--- config.mk ---
export PLATFORM = sky130hd
export DESIGN_NAME = demux_dispatch_ctrl_flat
export DESIGN_NICKNAME = d
export VERILOG_FILES = /design/src/rtl/demux_dispatch_if.sv /design/src/rtl/demux_dispatch_ctrl.sv /design/src/flat_wrapper.sv
export SDC_FILE = /design/constraint.sdc
export NUM_CORES = 1
export LEC_CHECK = 0
export BUFFER_PORTS_ARGS = -buffer_cell sky130_fd_sc_hd__buf_2
export CORE_AREA = 4 4 60 62
export DETAILED_ROUTE_END_ITERATION = 8
export DIE_AREA = 0 0 64 66
export GPL_TIMING_DRIVEN = 0
export PLACE_DENSITY_LB_ADDON = 0.25
export SLEW_MARGIN = 40
export SYNTH_ARGS = -nofsm -noshare
export SYNTH_HDL_FRONTEND = slang
export SYNTH_SLANG_ARGS = --single-unit
export TNS_END_PERCENT = 100
--- constraint.sdc ---
create_clock -name clk -period 5.7 [get_ports clk]
set_input_delay 0.285 -clock clk [delete_from_list [all_inputs] [get_ports clk]]
set_output_delay 0.285 -clock clk [all_outputs]
set_load 0.01 [all_outputs]
--- src/rtl/demux_dispatch_if.sv ---
// demux_dispatch_if: handshake and data bundle between producer, dispatcher and the four demux channels
interface demux_dispatch_if #(parameter int DW = 8);
  logic          in_valid;
  logic          in_ready;
  logic [DW-1:0] in_data;
  logic [1:0]    in_dest;
  logic          mode;
  logic [1:0]    sel;
  logic [3:0]    out_valid;
  logic [3:0]    out_ready;
  logic [DW-1:0] out_data;
  logic [7:0]    reroute_cnt;
  modport master (
    output in_valid, in_data, in_dest, mode, out_ready,
    input  in_ready, sel, out_valid, out_data, reroute_cnt
  );
  modport slave (
    input  in_valid, in_data, in_dest, mode, out_ready,
    output in_ready, sel, out_valid, out_data, reroute_cnt
  );
endinterface

--- src/rtl/demux_dispatch_ctrl.sv ---
// demux_dispatch_ctrl: 1-entry buffered 1:4 dispatcher, round-robin or addressed, with stall re-route
module demux_dispatch_ctrl #(
  parameter int DW = 8,
  parameter int STALL_MAX = 4
) (
  input logic clk,
  input logic rst,
  demux_dispatch_if.slave bus
);
  localparam int SW = $clog2(STALL_MAX) + 1;
  typedef enum logic {IDLE, HOLD} state_t;
  state_t        state, state_n;
  logic [1:0]    sel, rr_ptr, rr_next;
  logic [DW-1:0] data;
  logic          held_mode;
  logic [SW-1:0] stall_cnt;
  logic [7:0]    reroute_cnt;
  logic          in_ready, accept, deliver, stall, reroute;
  always_comb begin
    deliver  = state == HOLD && bus.out_ready[sel];
    stall    = state == HOLD && !bus.out_ready[sel];
    in_ready = !rst && (state == IDLE || bus.out_ready[sel]);
    accept   = bus.in_valid && in_ready;
    reroute  = stall && !held_mode && stall_cnt == SW'(STALL_MAX - 1);
    // the pointer moves past the delivered channel before a same-cycle accept picks its target
    rr_next  = deliver && !held_mode ? sel + 2'd1 : rr_ptr;
    state_n  = accept ? HOLD : deliver ? IDLE : state;
  end
  always_ff @(posedge clk) begin
    if (rst) begin
      state       <= IDLE;
      sel         <= '0;
      rr_ptr      <= '0;
      data        <= '0;
      held_mode   <= 1'b0;
      stall_cnt   <= '0;
      reroute_cnt <= '0;
    end else begin
      state  <= state_n;
      rr_ptr <= rr_next;
      if (accept) begin
        sel       <= bus.mode ? bus.in_dest : rr_next;
        data      <= bus.in_data;
        held_mode <= bus.mode;
        stall_cnt <= '0;
      end else if (reroute) begin
        sel         <= sel + 2'd1;
        stall_cnt   <= '0;
        reroute_cnt <= reroute_cnt + 8'(reroute_cnt != 8'hFF);
      end else if (stall) begin
        stall_cnt <= stall_cnt + 1'b1;
      end
    end
  end
  assign bus.in_ready    = in_ready;
  assign bus.sel         = sel;
  assign bus.out_valid   = state == HOLD ? 4'b0001 << sel : 4'b0000;
  assign bus.out_data    = data;
  assign bus.reroute_cnt = reroute_cnt;
endmodule
--- src/flat_wrapper.sv ---
// flat-port wrapper written by rule: the top's interface ports become plain ports
module demux_dispatch_ctrl_flat 
#(
  parameter int DW = 8,
  parameter int STALL_MAX = 4
)
  (clk, rst, bus_in_valid, bus_in_data, bus_in_dest, bus_mode, bus_out_ready, bus_in_ready, bus_sel, bus_out_valid, bus_out_data, bus_reroute_cnt);
  demux_dispatch_if #(.DW(DW)) bus_i ();
  input logic clk;
  input logic rst;
  input wire logic [$bits(bus_i.in_valid)-1:0] bus_in_valid;
  input wire logic [$bits(bus_i.in_data)-1:0] bus_in_data;
  input wire logic [$bits(bus_i.in_dest)-1:0] bus_in_dest;
  input wire logic [$bits(bus_i.mode)-1:0] bus_mode;
  input wire logic [$bits(bus_i.out_ready)-1:0] bus_out_ready;
  output wire logic [$bits(bus_i.in_ready)-1:0] bus_in_ready;
  output wire logic [$bits(bus_i.sel)-1:0] bus_sel;
  output wire logic [$bits(bus_i.out_valid)-1:0] bus_out_valid;
  output wire logic [$bits(bus_i.out_data)-1:0] bus_out_data;
  output wire logic [$bits(bus_i.reroute_cnt)-1:0] bus_reroute_cnt;
  assign bus_i.in_valid = bus_in_valid;
  assign bus_i.in_data = bus_in_data;
  assign bus_i.in_dest = bus_in_dest;
  assign bus_i.mode = bus_mode;
  assign bus_i.out_ready = bus_out_ready;
  assign bus_in_ready = bus_i.in_ready;
  assign bus_sel = bus_i.sel;
  assign bus_out_valid = bus_i.out_valid;
  assign bus_out_data = bus_i.out_data;
  assign bus_reroute_cnt = bus_i.reroute_cnt;
  demux_dispatch_ctrl #(.DW(DW), .STALL_MAX(STALL_MAX)) u_core (.clk(clk), .rst(rst), .bus(bus_i));
endmodule
# == Word-level counts from Yosys, hierarchy flattened ==
# Index checks and enable logic that the tools add are counted.
# totals
ff_bits,25
word_cells,40
# op_classes
n_bitwise,2
eq_ne,2
reduce_logical,15
addsub,3
mux,9
n_shift,1
order_cmp,1
# op_table
cell,n
$add A8 B1 Y8,1
$mux W2,4
$ne A8 B8 Y1 const B,1
$logic_and A1 B1 Y1,7
$mux W4,1
$reduce_bool A2 Y1,2
$shl A1 B2 Y4 const A,1
$add A3 B1 Y3 const B,1
$eq A3 B2 Y1 const B,1
$logic_not A1 Y1,3
$lt A2 B3 Y1 const B,1
$mux W1,3
$reduce_or A3 Y1,1
$add A2 B1 Y2 const B,1
$bmux W1 S2,1
$not A1 Y1,2
$reduce_and A2 Y1,1
$logic_or A1 B1 Y1,1

# == Longest topological paths before layout ==
# logic_depth
depth_word,8
depth_mapped,8
ltp_nobuf,8

# == Worst setup path after synthesis ==
# No wires, ideal clock.
# synth_timing
path_kind,register -> output
from,register u_core.sel[0] (netlist: u_core.bus.sel[0])
to,output port bus_in_ready
slack_ps,3674
n_path_buf,3
path_stages_with_launch,7
required_ps,5415
arrival_ps,1741
path_cell_list,dfxtp_1 buf_6 mux4_2 nand2b_4 buf_6 clkbuf_1 nor2b_1
# synth_via
elab_chain_cells,4
# synth_rtl
item,line_no,source
start: declaration,demux_dispatch_ctrl.sv:13,"logic [1:0] sel, rr_ptr, rr_next;"
start signal: assignment,demux_dispatch_ctrl.sv:42,sel <= bus.mode ? bus.in_dest : rr_next;
start signal: assignment,demux_dispatch_ctrl.sv:47,sel <= sel + 2'd1;
$bmux W1 S2,demux_dispatch_ctrl.sv:22,in_ready = !rst && (state == IDLE || bus.out_ready[sel]);
$mux W1 (implied by the code),demux_dispatch_ctrl.sv:22,
$logic_or A1 B1 Y1,demux_dispatch_ctrl.sv:22,
$logic_and A1 B1 Y1,demux_dispatch_ctrl.sv:22,
end: declaration,flat_wrapper.sv:16,output wire logic [$bits(bus_i.in_ready)-1:0] bus_in_ready;
# No other way between the ends. The select of a mux whose other input is x is not followed.

# == Worst setup path after layout ==
# Ends and elaborated chain as after synthesis.

==> reports/results.tsv <==
metric	value	unit
initial antenna violation count	0	
crit path kind	register to primary output	
DRC errors left	0	
Total Power	320.9	uW
Area after DPL	0.001519	sq mm
Final Wtd Congestion	0.7447	
WP data required	5.41	ns
Seq/Total Area, Yosys	0.3945	
hpwl dp	2305	um
worst-path fanout max	10	
Critical Path End Type	primary output	
IO Count	41	
met1 wire length	1213	um
antenna diode count	0	
IR drop worst, VDD	0.1197	mV
clock slew at the register clock pins of the worst setup and hold paths	0.14	ns
static leakage	0.7097	nW
Top Metal Used	met4	
status	finished, final reports clean	
Slew Viols, Final	0	
Reg area	500.5	sq um
clock net sink count	25	
Routed met2 length	1478	um
final instance area	0.001546	sq mm
Finished Core Util	0.5107	
port buffer count	39	
register-to-register setup slack	3.71	ns
Setup-failing EPs final	0	
largest net degree at the start of global routing	15	
ANT nets after route	0	
Max-slew headroom	0.6872	
Synth cell types	34	
vias in the first global route	1168	
Clock Tree Root	clkbuf_4	
total grt overflow	0	
Core ar.	0.003028	sq mm
setup tns final	0	ns
dpl cells	225	
reported max-cap violation count	0	
Final Cycle Share	0.4575	
Pwr Density	207.5	mW/mm^2
met3 WL	182	um
wire per inst	12.66	um
f_max	0.3834	GHz
Ys Warns	0	
via count	1151	
Pre-Repair DR Iteration Count	4	
initial drt markers	32	
clk_lat worst skew	0.32	ns
CTS Buffer Depth	2	
share of cells above drive strength 1	0.2865	
cells after synthesis	142	
post-DR vias/cell	5.026	
first-pass GRT wire length	5023	um
top-area cell type share of the netlist area	0.3945	
Final Critical Period	2.608	ns
Mapped Nets	168	
post_cts resized	0	
HP Class	primary input to register	
setup bufs post-CTS	0	
Layout Cells excl Fill	229	
multi-input logic area	693.2	sq um
Die Width	64	um
CTS buffer count	3	
RSZ-0062 raised after global routing	no	
CP startpoint kind	register	
largest area contributor in the netlist	dfxtp_1	
H-tree depth	1	
top cells by area, synth	dfxtp_1 (39%), ha_1 (7.9%), a21oi_1 (5.5%)	
WL final	2900	um
WP data arrival	2.32	ns
die height	66	um
Final Hold Fails	0	
FP Rows	20	
CTS tree	yes	
CTS Hold Bufs	0	
Worst-Margin Slew	0.4691	ns
fillcell total	301	
FF+latch count, synth	25	
Mapped Area	0.001269	sq mm
Initial Utilization	0.4190	
mean post-synth cell area	8.935	sq um
gr usage total	0.1504	
Area growth syn-to-layout	21.89	%
skew final	0.003614	ns
nets	212	
die footprint	0.004224	sq mm
-- cells by family after synthesis --
family	synth area share
fa+ha+maj	0.07890
simple gates	0.2564
compound gates	0.1183
flops	0.3945
buf+inv	0.05917
mux	0.06509
xor+xnor	0.02761
-- critical path: stages (launching register included) --
cell and delay (ns):
dfxtp_1 0.42, buf_6 0.15, mux4_2 0.56, nand2b_4 0.17, buf_6 0.14, clkbuf_1 0.22, nor2b_1 0.20, buf_2 0.16
-- sequential cells by signal, indices dropped and copies added, names as in the netlist --
name and flops:
u_core.bus.reroute_cnt 8, u_core.bus.out_data 8, u_core.state 1, u_core.stall_cnt 3, u_core.rr_ptr 2, u_core.bus.sel 2, u_core.held_mode 1
-- report_power, final --
part | leakage (nW) | internal (mW) | switching (mW) | total [mW]
clock network | 0.0177 | 0.0263 | 0.0535 | 0.0798
registers | 0.204 | 0.182 | 0.00523 | 0.187
logic | 0.488 | 0.0249 | 0.0293 | 0.0543
total | 0.710 | 0.233 | 0.0881 | 0.321
-- synth_stat cells --
cell type,n
a21oi_1,14
nand4_1,3
nand3b_1,3
ha_1,8
inv_1,5
nor2_4,1
o221ai_1,1
nand3_1,9
a221o_1,1
and3_1,1
or3b_1,1
or2_2,1
o21ai_1,1
buf_1,2
nand4_4,1
nor3_1,2
a31oi_1,1
mux2i_1,6
a211o_1,2
nor3b_1,1
and2_1,4
nor2b_1,3
nand2_1,15
nand2b_4,1
clkbuf_1,3
or3_1,2
buf_6,2
xor2_1,4
mux4_2,1
dfxtp_1,25
buf_4,2
nor2_1,11
o21ai_0,4
o22ai_2,1
-- cells in the final DEF (no fill, tap or decap), types with 2 or more instances in the layout --
cell type	instances
buf_2	39
nand3b_1	3
o21ai_0	4
xor2_1	4
nand3_1	9
a211o_1	2
mux2i_1	6
buf_4	2
clkbuf_1	3
buf_1	2
nand2_1	15
buf_6	2
dfxtp_1	25
nor2b_1	3
nor2_1	11
clkbuf_4	3
and2_1	4
or3_1	2
nand4_1	3
a21oi_1	14
ha_1	8
inv_1	5
nor3_1	2
-- stage by stage --
step	hold slack, ns	worst slack, ns
detailed placement	0.4492	3.456
floorplan	0.4154	3.674
finish	0.2038	3.092
global placement	0.4412	3.498
CTS	0.1954	3.075
global route	0.1968	2.939
-- worst paths after layout --
| check | depth (start not counted) | end | from |
|---|---|---|---|
| worst max-delay path | 7 | bus_in_ready | u_core.bus.sel[0] |
| worst min register to register | 2 | u_core.bus.out_data[6] | u_core.bus.out_data[6] |
| worst max register to register | 7 | u_core.bus.out_data[3] | u_core.bus.sel[0] |
| worst min-delay path | 3 | u_core.bus.out_data[4] | bus_in_data[4] |
-- metal layers --
metal / up-vias / global-route usage
li1: 577 / -
met1: 541 / 0.1698
met2: 29 / 0.2697
met3: 4 / 0.04422
met4: 0 / 0.04852
met5: - / 0
-- area by class of cell --
| type | instances | area share |
|---|---|---|
| multi-input combinational | 103 | 0.4482 |
| sequential | 25 | 0.3236 |
| timing repair buffer | 39 | 0.1262 |
| buffer | 9 | 0.03641 |
| tap | 44 | 0.03560 |
| clock buffer | 3 | 0.01456 |
| inverter | 5 | 0.01214 |
| clock inverter | 1 | 0.003236 |
Power figures use the tool's default switching activity.
